File: src/rtl/c_fetch_seq.sv
// c_fetch_seq: instruction fetch sequencer for a mixed 16/32-bit ISA.
// Reads aligned 32-bit words and emits one instruction per cycle. A 32-bit
// instruction may straddle two words; compressed ones sit in either halfword.
// Ports:
//   clk, reset        - clock and synchronous active-low reset
//   imem_addr_o/req_o - word-aligned fetch address and request
//   imem_rdata_i/valid_i - fetch data, returned in the same cycle
//   br_taken_i/br_target_i - redirect from execute
//   dec_stall_i       - decoder back-pressure
//   inst_o/valid_o/pc_o/c_o - registered instruction output
module c_fetch_seq #(
  parameter logic [31:0] RESET_PC = 32'h0000_0000
) (
  input  logic        clk,
  input  logic        reset,
  output logic [31:0] imem_addr_o,
  output logic        imem_req_o,
  input  logic [31:0] imem_rdata_i,
  input  logic        imem_valid_i,
  input  logic        br_taken_i,
  input  logic [31:0] br_target_i,
  input  logic        dec_stall_i,
  output logic [31:0] inst_o,
  output logic        inst_valid_o,
  output logic [31:0] inst_pc_o,
  output logic        inst_c_o
);

  localparam int unsigned XLEN = 32;
  localparam int unsigned HW   = 16;

  // ALIGNED: pc_q on a word boundary, nothing buffered.
  // HALF:    pc_q on the upper halfword, that halfword is held in hold_q.
  // SKIP_LO: redirected to an upper halfword, its word not yet fetched.
  typedef enum logic [1:0] {
    ST_ALIGNED = 2'd0,
    ST_HALF    = 2'd1,
    ST_SKIP_LO = 2'd2
  } state_t;

  state_t          state_q, state_d;
  logic [XLEN-1:0] pc_q, pc_d;
  logic [HW-1:0]   hold_q, hold_d;
  logic [XLEN-1:0] inst_q, inst_d;
  logic [XLEN-1:0] inst_pc_q, inst_pc_d;
  logic            inst_c_q, inst_c_d;
  logic            inst_valid_q, inst_valid_d;

  logic stalled;
  logic hold_is_c;
  logic lo_is_c;
  logic accept;

  assign inst_o       = inst_q;
  assign inst_valid_o = inst_valid_q;
  assign inst_pc_o    = inst_pc_q;
  assign inst_c_o     = inst_c_q;

  // Fetch address/request and halfword classification.
  always_comb begin
    stalled     = inst_valid_q & dec_stall_i;
    hold_is_c   = (hold_q[1:0] != 2'b11);
    lo_is_c     = (imem_rdata_i[1:0] != 2'b11);
    imem_addr_o = {pc_q[XLEN-1:2], 2'b00};
    if (state_q == ST_HALF) begin
      imem_addr_o = {pc_q[XLEN-1:2] + 30'd1, 2'b00};
    end
    // In HALF with a compressed hold_q the next instruction needs no memory.
    imem_req_o  = ~stalled & ~br_taken_i & ((state_q != ST_HALF) | ~hold_is_c);
    accept      = imem_req_o & imem_valid_i;
  end

  // Next-state and output computation.
  always_comb begin
    state_d      = state_q;
    pc_d         = pc_q;
    hold_d       = hold_q;
    inst_d       = inst_q;
    inst_pc_d    = inst_pc_q;
    inst_c_d     = inst_c_q;
    inst_valid_d = inst_valid_q;

    if (br_taken_i) begin
      inst_valid_d = 1'b0;
      pc_d         = br_target_i & ~32'd1;
      hold_d       = '0;
      state_d      = br_target_i[1] ? ST_SKIP_LO : ST_ALIGNED;
    end else if (!stalled) begin
      inst_valid_d = 1'b0;
      unique case (state_q)
        ST_ALIGNED: begin
          if (accept) begin
            inst_valid_d = 1'b1;
            inst_pc_d    = pc_q;
            if (lo_is_c) begin
              inst_d   = {16'h0000, imem_rdata_i[15:0]};
              inst_c_d = 1'b1;
              pc_d     = pc_q + 32'd2;
              hold_d   = imem_rdata_i[31:16];
              state_d  = ST_HALF;
            end else begin
              inst_d   = imem_rdata_i;
              inst_c_d = 1'b0;
              pc_d     = pc_q + 32'd4;
            end
          end
        end
        ST_HALF: begin
          if (hold_is_c) begin
            inst_valid_d = 1'b1;
            inst_pc_d    = pc_q;
            inst_d       = {16'h0000, hold_q};
            inst_c_d     = 1'b1;
            pc_d         = pc_q + 32'd2;
            state_d      = ST_ALIGNED;
          end else if (accept) begin
            inst_valid_d = 1'b1;
            inst_pc_d    = pc_q;
            inst_d       = {imem_rdata_i[15:0], hold_q};
            inst_c_d     = 1'b0;
            pc_d         = pc_q + 32'd4;
            hold_d       = imem_rdata_i[31:16];
          end
        end
        ST_SKIP_LO: begin
          // Low half belongs to the previous stream; keep only the upper half.
          if (accept) begin
            hold_d  = imem_rdata_i[31:16];
            state_d = ST_HALF;
          end
        end
        default: begin
          state_d = ST_ALIGNED;
        end
      endcase
    end
  end

  // State and output registers.
  always_ff @(posedge clk) begin
    if (!reset) begin
      state_q      <= ST_ALIGNED;
      pc_q         <= RESET_PC;
      hold_q       <= '0;
      inst_q       <= '0;
      inst_pc_q    <= '0;
      inst_c_q     <= 1'b0;
      inst_valid_q <= 1'b0;
    end else begin
      state_q      <= state_d;
      pc_q         <= pc_d;
      hold_q       <= hold_d;
      inst_q       <= inst_d;
      inst_pc_q    <= inst_pc_d;
      inst_c_q     <= inst_c_d;
      inst_valid_q <= inst_valid_d;
    end
  end

endmodule

File: config.mk
export PLATFORM = sky130hd
export DESIGN_NAME = c_fetch_seq
export DESIGN_NICKNAME = d
export VERILOG_FILES = /design/src/rtl/c_fetch_seq.sv
export SDC_FILE = /design/constraint.sdc
export NUM_CORES = 1
export LEC_CHECK = 0
export CORE_ASPECT_RATIO = 0.8
export CORE_MARGIN = 5
export CORE_UTILIZATION = 49
export CTS_CLUSTER_SIZE = 12
export DETAILED_ROUTE_END_ITERATION = 7
export PLACE_DENSITY = 0.81
export SLEW_MARGIN = 20
export SYNTH_ARGS = -nofsm -noshare
export SYNTH_HDL_FRONTEND = slang
export SYNTH_SLANG_ARGS = --single-unit
File: constraint.sdc
create_clock -name clk -period 2.9 [get_ports clk]
set_clock_uncertainty 0.05 [all_clocks]
set_input_delay 0.29 -clock clk [delete_from_list [all_inputs] [get_ports clk]]
set_output_delay 0.29 -clock clk [all_outputs]
set_load 0.01 [all_outputs]
==> results of run 1 <==
sequential cells by signal, summed over array words and instances, names as in the netlist:
signal / count
inst_pc_o: 32
inst_valid_o: 1
inst_c_o: 1
pc_q: 31
state_q: 2
inst_o: 32
hold_q: 16
critical path, stage by stage, from the launching register on:
cell and delay (ps):
dfxtp_2 340, inv_1 90, ha_2 210, nand4_1 150, or2_4 350, nor3_1 240
xor2_1 180, clkdlybuf4s50_1 560
through the flow:
step	utilization	hold slack (ps)
final	0.721	420
after global routing	0.721	437
after CTS	0.713	411
after detailed placement	0.657	397
after global placement	0.657	371
after floorplan	-	392
cells in the mapped netlist (all sizes together) (2+ instances only):
| cell type | count |
|---|---|
| a31oi | 15 |
| xor2 | 14 |
| or3 | 4 |
| a21o | 2 |
| a211oi | 37 |
| a311oi | 6 |
| o31a | 4 |
| or2 | 4 |
| and3 | 9 |
| and4 | 7 |
| nor3b | 8 |
| nor4 | 6 |
| clkbuf | 45 |
| o21ai | 47 |
| o22ai | 2 |
| nand2b | 6 |
| nand2 | 35 |
| nor2b | 4 |
| o311a | 4 |
| buf | 27 |
| inv | 10 |
| and2 | 4 |
| a22oi | 15 |
| dfxtp | 115 |
| nand3 | 34 |
| mux2i | 49 |
| ha | 6 |
| nor3 | 13 |
| xnor2 | 21 |
| nand3b | 4 |
| a21oi | 20 |
| o31ai | 8 |
| a2111oi | 4 |
| a21boi | 17 |
| nand4 | 19 |
| nor2 | 83 |
| or4 | 10 |
kinds of logic after synthesis:
kind of cell,synth area share
simple gates,0.212
compound gates,0.216
flops,0.374
buf+inv,0.0565
mux,0.0797
xor+xnor,0.0498
fa+ha+maj,0.0122
other cells,0.000609
power breakdown:
part           internal [mW]  leakage [nW]  total (mW)  switching, mW
clock                   1.48         0.299        2.27          0.784
sequential              1.68         0.945        1.78         0.0939
combinational          0.437          2.07       0.908          0.471
repair_timing:
action | in CTS | in global routing
setup buffers | 4 | 3
pin swaps | 2 | 3
setup endpoints to repair | 21 | 43
gates resized for setup | 22 | 20
layout by cell type (no fill, tap or decap), drive strengths merged, types with 4 or more instances in the layout:
master	instances
bufinv	4
and2	4
a31oi	15
a2111oi	4
nand3	34
o21ai	47
xnor2	21
dlymetal6s2s	11
a21oi	20
a22oi	15
ha	6
clkinvlp	4
buf	46
a311oi	6
o311a	4
or2	4
nor3	13
dfxtp	115
a21boi	17
nor3b	8
nor2	83
o31a	4
and4	7
nand4	19
nand2b	6
nand3b	4
inv	12
nand2	35
xor2	14
o31ai	8
or4	10
clkdlybuf4s50	142
and3	9
dlygate4sd2	11
a211oi	37
mux2i	49
or3	4
nor2b	4
nor4	6
clkbuf	20
layer usage:
metal	wire length, um	part of all wire	up-vias	GRT usage
li1	-	-	2989	-
met1	8930	0.42	3058	0.371
met2	9800	0.46	318	0.441
met5	0	0	-	0
met3	2130	0.10	37	0.0708
met4	346	0.016	0	0.100
final timing paths:
path	startpoint	endpoint	slack (ps)	cells after the start
worst min register to register	inst_pc_o[0]$_SDFFE_PN0P_	inst_pc_o[0]$_SDFFE_PN0P_	420	2
worst max register to register	state_q[1]$_SDFFE_PN0P_	pc_q[24]$_SDFFE_PN0P_	100	9
worst max-delay path	state_q[1]$_SDFFE_PN0P_	imem_addr_o[16]	10	7
worst min-delay path	inst_pc_o[0]$_SDFFE_PN0P_	inst_pc_o[0]$_SDFFE_PN0P_	420	2
area by class of cell:
class / count / area (sq um) / share of cell area
clock buffer: 20 / 457 / 0.0517
clock inverter: 12 / 178 / 0.0201
inverter: 10 / 37.5 / 0.00425
multi-input combinational: 535 / 3590 / 0.407
sequential: 115 / 2310 / 0.262
tap: 171 / 214 / 0.0242
timing repair buffer: 210 / 2040 / 0.231
==> results.yml, run 1 <==
run_status:
  outcome: "finished, final reports clean"
cells_and_area:
  layout-drive-gt1-share: 0.125
  postLayoutCellArea_sq_mm: 0.00883
  fin_nets: 964
  fillers: 930
  antenna_cells: 0
  syn2layout_area_growth_pct: 43.4
  fin_cells: 1073
synth:
  synthTopCellsByArea: "dfxtp_1, mux2i_1, nor2_1"
  syn_area_per_cell_sq_um: 8.42
  syn-cell-area_sq_mm: 0.00616
  yosysWarnings: 0
  synth_edf_count: 0
  synth.distinct_cells: 59
  yosysTopAreaCellShare: 0.374
  synth-seq-cells: 115
  seq_area_frac_synth: 0.374
  netlist_instances: 731
  postSynth.asyncResetShare: 0
  synth_flop_cell: "dfxtp_1"
  synth_area_leader_cell: "dfxtp_1"
cts:
  clk_pin_slew_ps: 60
  cts_root_buf: "clkbuf_16"
  htreeDepth: 4
  clock_latency_ps: 420
  cts_tree: "yes"
  cts-hold-fix-buffers: 0
  cts_sinks: 115
  cts_buffer_depth: 2
  cts_made_buffers: 17
die:
  die_x_um: 135
  die-height_um: 110
  rows: 36
  io_pins: 168
  initial_core_util: 0.503
  core_area_sq_mm: 0.0123
  fp.dieArea_sq_mm: 0.0149
power_and_ir_drop:
  peakVddDrop_uv: 395
  p_per_area_mw_per_mm2: 561
  power.total_mw: 4.95
  total_leakage_power_nw: 3.31
global_routing:
  grt_antenna_before_repair: 0
  overflow: 0
  grt_pass1_wl_um: 32800
  grt_max_degree: 68
  grtUsageTotal: 0.278
  grt_pass1_vias: 6274
sta:
  finalMaxSlewViolations: 0
  max_freq_ghz: 0.346
  worstMarginPinSlew_ps: 767
  relSlewSlack: 0.488
  finalSetupTns_ps: 0
  hold_viol_final: 0
  period_needed_ps: 2890
  setup_viol_count_final: 0
  final.period_utilization: 0.997
  worst_slack_ps: 9.72
  grt_setup_unrepaired: "true"
place:
  postPlaceCellArea_sq_mm: 0.00806
  gp_congestion: 0.906
  place_hpwl_um: 14600
  port_buffers: 164
  dpl.cell_count: 1034
  pre_cts_ws_ps: 79.7
setup_path:
  end_kind: "output pin"
  crit_arrival_ps: 2550
  cp_data_required_time_ps: 2560
  critPathLaunchType: "register"
  path_class: "register to output pin"
  path_max_fanout: 10
drt:
  antenna_left: 0
  drt-total-wl_um: 21200
  wl_per_cell_um: 19.8
  detail_route.vias_per_cell: 5.97
  drtIter0Drc: 816
  num_vias: 6402
  drc: 0
  drt-pass1-iter-count: 5
flow_run:
  maxCapViolations: 0
min_path:
  hp-class: "register to register"
No activity file was read; power rests on OpenSTA's default activity.
==> run 2: changes to the inputs <==
--- a/config.mk
+++ b/config.mk
@@ -5,6 +5,7 @@
 export SDC_FILE = /design/constraint.sdc
 export NUM_CORES = 1
 export LEC_CHECK = 0
+export CAP_MARGIN = 20
 export CORE_ASPECT_RATIO = 0.8
 export CORE_MARGIN = 5
 export CORE_UTILIZATION = 49
==> results of run 2 <==
No change in the layout: final DEF, timing and power equal those of run 1.
